$ cat config.mk
export PLATFORM = sky130hd
export DESIGN_NAME = serial_word_tx
export DESIGN_NICKNAME = d
export VERILOG_FILES = /design/src/rtl/serial_word_tx.sv
export SDC_FILE = /design/constraint.sdc
export NUM_CORES = 1
export LEC_CHECK = 0
export BUFFER_PORTS_ARGS = -buffer_cell sky130_fd_sc_hd__buf_2
export CAP_MARGIN = 20
export CELL_PAD_IN_SITES_DETAIL_PLACEMENT = 1
export CELL_PAD_IN_SITES_GLOBAL_PLACEMENT = 2
export CORE_ASPECT_RATIO = 1.1
export CORE_UTILIZATION = 32
export CTS_CLUSTER_SIZE = 28
export DETAILED_ROUTE_END_ITERATION = 6
export PLACE_DENSITY_LB_ADDON = 0.1
export SYNTH_ARGS = -nofsm -noshare
export SYNTH_HDL_FRONTEND = slang
export SYNTH_SLANG_ARGS = --single-unit
$ cat constraint.sdc
create_clock -name clk -period 2.37 [get_ports clk]
set_clock_uncertainty 0.1 [all_clocks]
set_input_delay 0.1185 -clock clk [delete_from_list [all_inputs] [get_ports clk]]
set_output_delay 0.1185 -clock clk [all_outputs]
set_load 0.05 [all_outputs]
$ cat src/rtl/serial_word_tx.sv
// rtl/serial_word_tx.sv - LSB-first parallel-in serial-out word transmitter with start/busy/done handshake
// Optional even-parity trailer bit enabled by defining SERIAL_TX_PARITY_EN.
module serial_word_tx #(
    parameter int WIDTH = 8,
    parameter int CNT_W = $clog2(WIDTH + 2)
) (
    input  logic             clk,
    input  logic             rst,
    input  logic [WIDTH-1:0] din,
    input  logic             start,
    input  logic             en,
    output logic             sout,
    output logic             sout_valid,
    output logic             busy,
    output logic             done,
    output logic [CNT_W-1:0] bit_idx
);

    typedef enum logic [1:0] {
        IDLE  = 2'd0,
        SHIFT = 2'd1,
        DONE  = 2'd2
    } state_t;

`ifdef SERIAL_TX_PARITY_EN
    localparam logic [CNT_W-1:0] LAST = CNT_W'(WIDTH);
`else
    localparam logic [CNT_W-1:0] LAST = CNT_W'(WIDTH - 1);
`endif

    state_t           state;
    state_t           state_next;
    logic [WIDTH-1:0] sreg;
    logic [CNT_W-1:0] cnt;
    logic             load;
    logic             shift;

    always_ff @(posedge clk or negedge rst) begin
        if (!rst) begin
            state <= IDLE;
        end else begin
            state <= state_next;
        end
    end

    always_comb begin
        state_next = state;
        load       = 1'b0;
        shift      = 1'b0;
        case (state)
            IDLE: begin
                if (start) begin
                    load       = 1'b1;
                    state_next = SHIFT;
                end
            end
            SHIFT: begin
                if (en) begin
                    shift = 1'b1;
                    if (cnt == LAST) begin
                        state_next = DONE;
                    end
                end
            end
            DONE: begin
                // Back-to-back start is accepted while the done pulse is out.
                if (start) begin
                    load       = 1'b1;
                    state_next = SHIFT;
                end else begin
                    state_next = IDLE;
                end
            end
            default: begin
                state_next = IDLE;
            end
        endcase
    end

    // cnt returns to 0 on the final shift so bit_idx reads 0 in DONE.
    always_ff @(posedge clk or negedge rst) begin
        if (!rst) begin
            sreg <= '0;
            cnt  <= '0;
        end else if (load) begin
            sreg <= din;
            cnt  <= '0;
        end else if (shift) begin
            sreg <= {1'b0, sreg[WIDTH-1:1]};
            cnt  <= (cnt == LAST) ? '0 : cnt + 1'b1;
        end
    end

`ifdef SERIAL_TX_PARITY_EN
    logic parity;

    always_ff @(posedge clk or negedge rst) begin
        if (!rst) begin
            parity <= 1'b0;
        end else if (load) begin
            parity <= ^din;
        end
    end

    assign sout = (cnt == CNT_W'(WIDTH)) ? parity : sreg[0];
`else
    assign sout = sreg[0];
`endif

    assign busy       = (state == SHIFT);
    assign sout_valid = busy & en;
    assign done       = (state == DONE);
    assign bit_idx    = cnt;

endmodule

==> results of run 1 <==
==> per-stage QoR <==
| step | util (%) | worst slack [ns] | std cells | hold slack [ns] | area (um^2) |
|---|---|---|---|---|---|
| floorplan | - | 0.838 | 62 | -0.277 | 689 |
| global placement | 38.7 | 0.773 | 105 | -0.0552 | 782 |
| detailed placement | 38.7 | 0.740 | 105 | -0.0614 | 782 |
| CTS | 44.3 | 0.663 | 117 | 0.0460 | 895 |
| global route | 44.3 | 0.599 | 117 | 0.0613 | 895 |
| finish | 44.3 | 0.685 | 117 | 0.0510 | 895 |
==> flip-flops by register name (all words and copies together), names as in the netlist <==
name / cells
sreg: 8
bit_idx: 4
state: 2
==> worst min-delay path by stage <==
stage	from	end	slack, ns	depth (start not counted)
CTS	en	state[0]	0.05	3
global placement	rst	bit_idx[0]	-0.06	1
detailed placement	rst	state[1]	-0.06	1
global route	en	state[0]	0.06	3
finish	en	state[0]	0.05	3
floorplan	rst	bit_idx[0]	-0.28	0
==> cell usage in the layout, fill, tap and decap left out, types with 2 or more instances in the layout <==
cell,Yosys,final
sky130_fd_sc_hd__nand2_1,11,11
sky130_fd_sc_hd__dfrtp_1,14,14
sky130_fd_sc_hd__a22oi_1,2,2
sky130_fd_sc_hd__clkbuf_4,0,3
sky130_fd_sc_hd__and3_1,4,4
sky130_fd_sc_hd__buf_2,0,19
sky130_fd_sc_hd__a221o_1,4,4
sky130_fd_sc_hd__dlygate4sd3_1,0,9
sky130_fd_sc_hd__and2b_1,2,2
sky130_fd_sc_hd__nand3_1,7,7
==> logic make-up (layout without fill, tap and decap cells) <==
group	count (synthesis)	in the layout	synth area share, %
DFF	14	14	50.8
AOI/OAI and AO/OA	10	10	12.2
adders and majority gates	1	1	1.81
buffers and inverters	5	32	5.99
muxes	2	2	3.63
and+or+nand+nor	30	30	25.6
==> cell type report <==
| cell class | instances | share of cell area, % |
|---|---|---|
| inverters | 1 | 0.420 |
| clock buffers | 3 | 2.52 |
| flip-flops and latches | 14 | 39.2 |
| well taps | 28 | 3.92 |
| repair buffers | 28 | 20.7 |
| multi-input cells | 43 | 33.3 |
==> critical path: cells and delay by family (launching register included) <==
kind | cells | cell delay [ns]
buffers and inverters | 2 | 0.55
flip-flops | 1 | 0.40
AND/OR/NAND/NOR | 1 | 0.24
==> routing by layer <==
layer,vias up,part of all wire (%)
met2,15,51
met1,295,45
li1,278,-
met3,2,2.9
met5,-,0
met4,0,1.2
==> power by group through the flow <==
stage	Sequential, uW	Combinational [uW]	Clock [uW]
after detailed placement	408	522	0
after global routing	418	574	151
after floorplan	512	322	0
after global placement	407	520	0
final	404	527	135
after CTS	404	534	140
==> timing repair <==
action                                  CTS  global route
hold endpoints to repair                 22             0
endpoints found under the setup margin    0             0
hold buffers                              9             0
buffers inserted                          0             0
==> results.txt, run 1 <==
Dividing the synthesized area by the synthesized cell count gives 11.1 um^2. The tools report the H-tree depth reported by CTS as 1. Counting cells, the worst reg-to-reg path comes to 4. The met1 track demand over resource was 19.5%; the total leakage power was 0.000477 uW. For the sequential area share after synthesis, the log shows 50.8%. The post-synthesis cell area is 689 um^2. The first global-routing pass estimated 2660 um of wire. TritonCTS built the clock tree. The remaining routing DRC violations came out at 0. The sequential cells in the finished layout cover a total of 350 um^2.

The tools report the length of the first detailed-routing pass in iterations as 1. The internal power consumption was 576 uW; the instance count of the mapped netlist was 62. The layout has 244 filler cells.

The Yosys step of the flow raised 0 warnings. The share of power burned in combinational logic was 49.5%. The tools report the post-synthesis net count as 75. After floorplanning, the core was sized to cover 2020 um^2. In this run the worst path has a maximum fanout of 13. After clock tree synthesis, the clock-pin slew on the worst setup and hold paths is 0.08 ns. Row generation in the floorplan step produced 17 rows.

The final net count is 104. Summed over its instances, the top area cell type makes up 50.8% of the synthesized netlist area. Data on the critical path is required at its endpoint by 2.15 ns. The startpoint of the most critical register-to-register path is state[1]. In this run the remaining antenna-violating nets after routing total 0. Global routing used 3.24% of the available met3 tracks. The met2 demand-to-capacity share in global routing is 27.2%. In the routed layout, each cell is associated on average with a via count of 5.04. The most used flip-flop cell after synthesis is sky130_fd_sc_hd__dfrtp_1. Yosys attributes the largest share of cell area to sky130_fd_sc_hd__dfrtp_1, sky130_fd_sc_hd__nand2_1, sky130_fd_sc_hd__a221o_1, sky130_fd_sc_hd__nand3_1, sky130_fd_sc_hd__and3_1.

Global routing used 15.9% of the available tracks. The half-perimeter wire length of the detailed placement result is 1020 um. The flow ran to the end, and the final reports show no timing, DRC or antenna violations. The critical path ends at sout_valid. The final layout contains routed wiring with a total length of 1570 um.

The logs give 0.594 GHz for the achievable clock frequency and 0 for the violation count after the first detailed-route iteration. For the number of hold-slack violations in the final timing report, the log shows 0. The final weighted congestion of routability-driven global placement is 0.710, and the full die area is 2340 um^2. The critical path starts at state[1].

The final period utilization was 71.1%; the initial antenna violation count was 0. The largest stage delay on the critical path works out to 0.40 ns. For the pin with the worst max-slew slack, the measured transition is 0.368 ns. Of all flip-flops after synthesis, the portion carrying an async set or reset was 100%. The layer with the highest usage after global routing is met2.

The synthesized design spends more area on one cell type than any other, namely sky130_fd_sc_hd__dfrtp_1. The largest net degree at the start of global routing came out at 15. The die span in x came out at 46.3 um. The slowest stage of the critical path is the sky130_fd_sc_hd__dfrtp_1 cell.

The worst setup path is launched from a register. STA classifies the critical path endpoint as an output port. The clock insertion delay at the later pin of the skew report is 0.28 ns, and the final critical delay including setup and external delays is 1.68 ns. The worst-case vdd ir drop is 399 uV, and the number of port buffers is 19. Root buffer cell: sky130_fd_sc_hd__clkbuf_4.

Net switching power figure: 490 uW. For the via count of the first global-routing pass, the log shows 605. By count the netlist is led by sky130_fd_sc_hd__dfrtp_1, sky130_fd_sc_hd__nand2_1, sky130_fd_sc_hd__nand3_1, sky130_fd_sc_hd__a221o_1, sky130_fd_sc_hd__and3_1.

The logs give 1070 uW for the power consumption and 0.74 ns for the worst reg-to-reg setup slack. The class of the tightest hold or removal check was in2reg. The tool flagged a number of max-cap violations equal to 0. Counting along the longest clock path gives a buffer depth of 2. The final sum of negative setup slack is 0 ns.

The multi-input combinational cells in the finished layout cover a total of 298 um^2. Net switching is 46.0% of the power. The number of enable-type register cells in the synthesized netlist is 0, and the relative contribution of the clock network to total power is 12.6%. Growth of design area from synthesis to finish: 29.8%. The critical path goes through nand3b_4 > inv_2 > buf_2. The run gives 0 as the leftover overflow at the end of global routing.

The final-report max-slew violation count is 0, and the number of sinks on the clock net is 14. The areal power density over the cells came out at 1190 nW/um^2. 20 I/O pins were placed.

The tools report the count of instances resized after the clock tree is built as 0. At the worst endpoint, the arrival time is 1.47 ns. The starting density of the core came out at 34.1%. The share of total power dissipated in sequential elements is 37.9%. The die is 50.7 um tall. The CTS buffer count is 3, and the via count is 590. Cells with a size suffix above 1 make up 29.2% of the layout. Setup repair after global routing left no endpoint under its margin. The final routed wire length divided by cell count is 13.4 um, and the count of state elements after synthesis is 14.

The repair_antennas step left the layout with diodes totalling 0. The tools report the distinct cell type count after synthesis as 23. The endpoint identified for the worst register-to-register timing path is bit_idx[3]. In this run the tightest slew margin relative to its limit is 75.5%. Setup violations remaining at the end of the flow were counted as 0.

Among all cell types in the netlist, the one instantiated most often is sky130_fd_sc_hd__dfrtp_1. The worst setup path is of the reg2out kind.
Note: power is estimated with default switching activity, not from simulation.
==> run 2, diff against run 1 <==
--- a/config.mk
+++ b/config.mk
@@ -10,7 +10,7 @@
 export CELL_PAD_IN_SITES_DETAIL_PLACEMENT = 1
 export CELL_PAD_IN_SITES_GLOBAL_PLACEMENT = 2
 export CORE_ASPECT_RATIO = 1.1
-export CORE_UTILIZATION = 32
+export CORE_UTILIZATION = 30
 export CTS_CLUSTER_SIZE = 28
 export DETAILED_ROUTE_END_ITERATION = 6
 export PLACE_DENSITY_LB_ADDON = 0.1
==> constraint.sdc (replaced) <==
create_clock -name clk -period 1.6 [get_ports clk]
set_clock_uncertainty 0.1 [all_clocks]
set_input_delay 0.08 -clock clk [delete_from_list [all_inputs] [get_ports clk]]
set_output_delay 0.08 -clock clk [all_outputs]
set_load 0.05 [all_outputs]
==> run 2 against run 1 <==
  * Flip-flop and latch count stayed put
  * Non-clock buffer count up 2
  * Register-to-register slack lost 0.53 ns
  * Die area grew 6.4%
  * Critical endpoint unchanged
  * Highest routed layer unchanged
==> results.txt, run 2 (synthesis results as in run 1) <==
The areal power density over the cells was 1810 nW/um^2 (was 1190 nW/um^2). The full die area is 2490 um^2 (was 2340 um^2). Category of the worst setup path capture point: an output port (unchanged). The deepest clock path buffer count was 2 (unchanged). The worst-case headroom to the max-slew limit was 76.6% (was 75.5%). The clock slew at the register clock pins of the worst setup and hold paths was 0.09 ns (was 0.08 ns); the via count was 579 (was 590). The tools report the wire length after detailed routing as 1630 um (was 1570 um).

The kind of start point of the critical path was a register (unchanged). The share of layout cells above drive strength 1 works out to 31.5% (was 29.2%). The top register by number of flip-flops was sreg (unchanged). The growth of design area from synthesis to finish is 34.3% (was 29.8%).

The final net count came out at 106 (was 104). Top-level I/O count: 20 (unchanged). CTS buffer count: 3 (unchanged).

Final critical delay including setup and external delays: 1.51 ns. The design area came out at 926 um^2 (was 895 um^2). The worst reg-to-reg setup slack is 0.21 ns (was 0.74 ns), and the post-layout instance count excluding filler cells is 120 (was 117). The number of post-CTS setup repair buffers is 0 (unchanged). The startpoint of the most critical setup path was state[1] (unchanged). The final worst hold slack was 0.00828 ns (was 0.0510 ns); the cell depth of the worst min-delay path was 3 (unchanged). Setup repair after global routing left no endpoint under its margin. The die span in x works out to 47.7 um (was 46.3 um). The worst path uses 94.4% of the clock period. For the required arrival time at the worst endpoint, the log shows 1.42 ns (was 2.15 ns).

The global-route wire length before repair is 2670 um (was 2660 um), and the die outline height is 52.3 um (was 50.7 um). The remaining routing DRC violations came out at 0 (unchanged). The tools report the cell area after placement as 797 um^2 (was 782 um^2).

The tools report the leftover overflow at the end of global routing as 0 (unchanged). The most common cell after layout, fill and taps aside was sky130_fd_sc_hd__buf_2 (unchanged). Worst-path cell chain: nand3b_4 > inv_2 > buf_4 > buf_4 (was nand3b_4 > inv_2 > buf_2). The final sum of negative setup slack was 0 ns (unchanged). The worst reg2reg path depth works out to 4 (unchanged).

Worst-case vdd ir drop: 712 uV (was 399 uV). Clock insertion delay at the later pin of the skew report: 0.29 ns (was 0.28 ns). The final routed wire length divided by cell count was 13.6 um (was 13.4 um); the via count of the first global-routing pass was 591 (was 605). The number of gates on the worst path with buffers counted was 4 (was 3). Root buffer cell: sky130_fd_sc_hd__clkbuf_4 (unchanged). The final weighted congestion of routability-driven global placement came out at 0.696 (was 0.710). The length of the first detailed-routing pass in iterations is 2 (was 1), and the number of cells after detailed placement is 107 (was 105).

The start point of the worst hold path was en (unchanged). TritonCTS built the clock tree. Half-perimeter wire length of the detailed placement result: 1110 um (was 1020 um).

For the residual antenna-violating net count after detailed routing, the log shows 0 (unchanged). The class of the tightest hold or removal check is in2reg (unchanged). The tools report the end point of the most critical hold path as state[0] (unchanged). The flip-flop count of the largest register, all copies and words added came out at 8 (unchanged). The flow ran to the end, and the final reports show no timing, DRC or antenna violations.

Final-report max-slew violation count: 0 (unchanged). The starting density of the core was 33.1% (was 34.1%). The type of the setup path with the least slack is reg2out (unchanged).

The largest stage delay on the critical path works out to 0.40 ns (about the same). The run gives 0.000494 uW (was 0.000477 uW) as the total leakage power. The max-cap check violation count was 0 (unchanged); the measured slew at the worst slew-check pin was 0.351 ns (was 0.368 ns).

The most numerous cell type found on the critical path is sky130_fd_sc_hd__buf_4. The tools report the number of hold-slack violations in the final timing report as 0 (unchanged). The average via count per standard cell is 4.83 (was 5.04).

The H-tree depth reported by CTS came out at 1 (unchanged). The worst endpoint data arrival time was 1.33 ns (was 1.47 ns). The slowest library cell on the worst path is sky130_fd_sc_hd__dfrtp_1 (unchanged). For the number of sinks on the clock net, the log shows 14 (unchanged). The tools report the reg-to-reg endpoint as bit_idx[3] (unchanged). The largest net degree at the start of global routing was 15 (unchanged); the antenna diode instance count was 0 (unchanged). Violation count after the first detailed-route iteration: 2 (was 0).

Startpoint of the most critical register-to-register path: state[1] (unchanged). Number of buffer and inverter instances along the worst setup path: 3 (was 2). For the number of setup violations in the final report, the log shows 0 (unchanged). Floorplan core area: 2080 um^2 (was 2020 um^2).

The family of cells with the greatest summed delay on the critical path was buffers and inverters (unchanged). All-layer global routing usage: 16.1% (was 15.9%). The run gives 17 (unchanged) as the total number of placement rows.

Leading cell types in the layout, fill and taps excluded: sky130_fd_sc_hd__buf_2, sky130_fd_sc_hd__dfrtp_1, sky130_fd_sc_hd__nand2_1 (unchanged). Achievable clock frequency: 0.662 GHz. The initial antenna violation count is 0 (unchanged), and the maximum fanout encountered on the critical timing path is 8 (was 13). The number of port buffers is 19 (unchanged).
[run 2: layer usage]
layer / track usage [%] / vias up / wire, um
met5: 0 / - / 0
met4: 9.72 / 0 / 30
met1: 20.1 / 280 / 747
met3: 3.10 / 4 / 49
met2: 24.8 / 15 / 805
li1: - / 280 / -
[run 2: how the worst max path moves through the flow]
stage / endpoint / slack, ns
after floorplan: state[0] / 0.07
after global placement: bit_idx[3] / 0.23
after detailed placement: bit_idx[3] / 0.21
after CTS: sout_valid / 0.003
after global routing: sout_valid / 0.01
final: sout_valid / 0.09
[run 2: area by class of cell]
cell class,count,area (um^2)
flip-flops and latches,14,350
clock buffers,4,36.3
well taps,28,35.0
inverters,1,3.75
fillers,251,1160
repair buffers,30,203
multi-input cells,43,298
[run 2: stage by stage]
stage	worst slack (ns)	utilization (%)	power (uW)
after global routing	0.0121	44.4	1800
after floorplan	0.0678	-	1240
after CTS	0.00267	44.3	1700
after detailed placement	0.212	38.2	1410
after global placement	0.230	38.2	1390
final	0.0894	44.4	1670
[run 2: timing repair]
action,4_1_cts,5_1_grt
endpoints found under the hold margin,22,0
resized for setup,0,2
endpoints found under the setup margin,0,1
hold buffers,9,0
[run 2: worst reg2reg max path, stage by stage, from the launching register on]
cell and delay, ns:
sky130_fd_sc_hd__dfrtp_1 0.40, sky130_fd_sc_hd__nand3b_4 0.16, sky130_fd_sc_hd__inv_2 0.11, sky130_fd_sc_hd__mux2_4 0.30, sky130_fd_sc_hd__a22o_1 0.22
[run 2: report_power, final]
group	leakage (uW)	internal [uW]	switching, uW
registers	0.000179	492	107
clock network	0.0000210	139	127
logic	0.000295	299	509
==> run 3, diff against run 2 <==
--- a/config.mk
+++ b/config.mk
@@ -13,7 +13,9 @@
 export CORE_UTILIZATION = 30
 export CTS_CLUSTER_SIZE = 28
 export DETAILED_ROUTE_END_ITERATION = 6
+export MAX_ROUTING_LAYER = met4
 export PLACE_DENSITY_LB_ADDON = 0.1
+export REMOVE_ABC_BUFFERS = 1
 export SYNTH_ARGS = -nofsm -noshare
 export SYNTH_HDL_FRONTEND = slang
 export SYNTH_SLANG_ARGS = --single-unit
==> run 3 against run 2 <==
  * Total power about the same
  * Final cell count up 0.83%
  * Global-route usage shrank 0.060 points
  * Critical path depth unchanged
  * Wire length decreased by 1.2%
  * Via count grew 1.4%
  * Combinational power up 0.5%
  * Die area is the same
  * Critical path type is now reg2reg
  * Largest power group unchanged
==> results.txt, run 3 (synthesis results as in run 1) <==
The length of the first detailed-routing pass in iterations was 2 (unchanged). The wire length after detailed routing is 1610 um (was 1630 um), and the clock slew at the register clock pins of the worst setup and hold paths is 0.09 ns (about the same). The final critical delay including setup and external delays came out at 1.46 ns (was 1.51 ns).

The remaining routing DRC violations came out at 0 (unchanged). The run gives 33.1% (unchanged) as the starting density of the core. The logs give 1.68 ns (was 1.42 ns) for the required arrival time at the worst endpoint and 0 (unchanged) for the number of post-CTS setup repair buffers.

Number of buffer and inverter instances along the worst setup path: 1 (was 3). The average via count per standard cell came out at 4.85 (was 4.83). The top register by number of flip-flops is sreg (unchanged). The top-level I/O count came out at 20 (unchanged). The measured slew at the worst slew-check pin was 0.372 ns (was 0.351 ns). The final worst hold slack came out at 0.0850 ns (was 0.00828 ns). Leading cell types in the layout, fill and taps excluded: sky130_fd_sc_hd__buf_2, sky130_fd_sc_hd__dfrtp_1, sky130_fd_sc_hd__nand2_1 (unchanged). The final routed wire length divided by cell count came out at 13.3 um (was 13.6 um).

Root buffer cell: sky130_fd_sc_hd__clkbuf_4 (unchanged). For the final standard cell utilization of the core, the log shows 44.8% (was 44.4%). Achievable clock frequency: 0.687 GHz (was 0.662 GHz). The family of cells with the greatest summed delay on the critical path is flip-flops (was buffers and inverters). The maximum fanout encountered on the critical timing path works out to 8 (unchanged). The areal power density over the cells is 1790 nW/um^2 (was 1810 nW/um^2). The slowest library cell on the worst path is sky130_fd_sc_hd__dfrtp_1 (unchanged).

The class of the tightest hold or removal check is in2reg (unchanged). The tools report the violation count after the first detailed-route iteration as 2 (unchanged). The run gives 0.28 ns (was 0.29 ns) as the clock insertion delay at the later pin of the skew report. The largest net degree at the start of global routing was 15 (unchanged); the all-layer global routing usage was 16.0% (was 16.1%). Category of the worst setup path capture point: a register (was an output port). The most common cell after layout, fill and taps aside is sky130_fd_sc_hd__buf_2 (unchanged). Full die area: 2490 um^2 (unchanged). The share of layout cells above drive strength 1 works out to 31.2% (was 31.5%). The tools report the count of instances resized after the clock tree is built as 0 (unchanged). Final period utilization: 90.9% (was 94.4%). The tools report the leftover overflow at the end of global routing as 0 (unchanged).

The number of setup violations in the final report was 0 (unchanged). The flow ran to the end, and the final reports show no timing, DRC or antenna violations. The type of the setup path with the least slack is reg2reg (was reg2out).

The logs give 107 (was 106) for the final net count and 14 (unchanged) for the number of sinks on the clock net. The via count of the first global-routing pass is 573 (was 591). The half-perimeter wire length of the detailed placement result was 1090 um (was 1110 um); the largest stage delay on the critical path was 0.40 ns (about the same). CTS buffer count: 3 (unchanged). For the final-report max-slew violation count, the log shows 0 (unchanged).

The worst-case headroom to the max-slew limit was 75.2% (was 76.6%). Setup repair after global routing left no endpoint under its margin. Die outline height: 52.3 um (unchanged). TritonCTS built the clock tree. The run gives 0 (unchanged) as the max-cap check violation count.

The worst endpoint data arrival time is 1.53 ns (was 1.33 ns). The tools report the total leakage power as 0.000498 uW (was 0.000494 uW). Antenna diode instance count: 0 (unchanged). The number of hold-slack violations in the final timing report was 0 (unchanged); the H-tree depth reported by CTS was 1 (unchanged). The run gives 17 (unchanged) as the total number of placement rows.

The number of port buffers came out at 19 (unchanged). The worst-case vdd ir drop was 842 uV (was 712 uV). For the deepest clock path buffer count, the log shows 2 (unchanged). The initial antenna violation count is 0 (unchanged). The die span in x was 47.7 um (unchanged).

The growth of design area from synthesis to finish works out to 35.4% (was 34.3%). The run gives 0.702 (was 0.696) as the final weighted congestion of routability-driven global placement. The residual antenna-violating net count after detailed routing came out at 0 (unchanged).

Via count: 587 (was 579). The global-route wire length before repair came out at 2600 um (was 2670 um). Worst-path cell chain: nand3b_4 > inv_2 > mux2_4 > a22o_1 (was nand3b_4 > inv_2 > buf_4 > buf_4).

The run gives 10 (was 9) as the count of hold-fix buffers inserted at cts. The kind of start point of the critical path is a register (unchanged). The floorplan core area was 2080 um^2 (unchanged); the flip-flop count of the largest register, all copies and words added was 8 (unchanged).
run 3: changes by cell type in the layout (fill, tap and decap cells not counted):
cell                            before  now
sky130_fd_sc_hd__buf_2              18   19
sky130_fd_sc_hd__buf_4               3    2
sky130_fd_sc_hd__dlygate4sd3_1       9   10
run 3: layout make-up:
class,count,area [um^2]
Inverter,1,3.75
Sequential cell,14,350
Clock buffer,4,36.3
Timing Repair Buffer,31,210
Multi-Input combinational cell,43,298
Tap cell,28,35.0
Fill cell,261,1150
run 3: worst paths after layout:
path | from | end | slack (ns) | cells after the start
worst min register to register | sreg[2] | sreg[1] | 0.40 | 1
max in group asynchronous | rst | sreg[6] | 1.03 | 2
worst min-delay path | start | bit_idx[2] | 0.08 | 4
min in group asynchronous | rst | bit_idx[1] | 0.12 | 2
worst max register to register | state[1] | bit_idx[3] | 0.14 | 4
worst max-delay path | state[1] | bit_idx[3] | 0.14 | 4
run 3: routing by layer:
layer | vias to the layer above | part of all wire [%] | global-route usage (%)
met4 | 0 | 2.0 | 8.33
met2 | 15 | 47 | 23.9
met5 | - | 0 | -
met1 | 284 | 48 | 20.2
met3 | 5 | 3.3 | 3.10
li1 | 283 | - | -
run 3: stage by stage:
stage	cell area, um^2	worst slack (ns)	TNS [ns]	total power, uW	instances
6_report	933	0.145	0	1670	121
5_1_grt	933	0.0792	0	1800	121
4_1_cts	933	0.129	0	1690	121
3_5_place_dp	797	0.145	0	1410	107
3_3_place_gp	797	0.199	0	1400	107
2_1_floorplan	652	-0.0430	-0.0430	1180	58
run 3: report_power, final:
part	switching, uW	internal (uW)	total (uW)	leakage [uW]
clock network	125	139	264	0.0000210
logic	514	296	811	0.000298
registers	106	491	598	0.000179
run 3: worst register-to-register path, delay by kind of cell (launching register included):
family                 cells  cell delay, ns
buffers and inverters      1            0.11
AOI/OAI and AO/OA          1            0.23
and+or+nand+nor            1            0.21
DFF                        1            0.40
muxes                      1            0.30
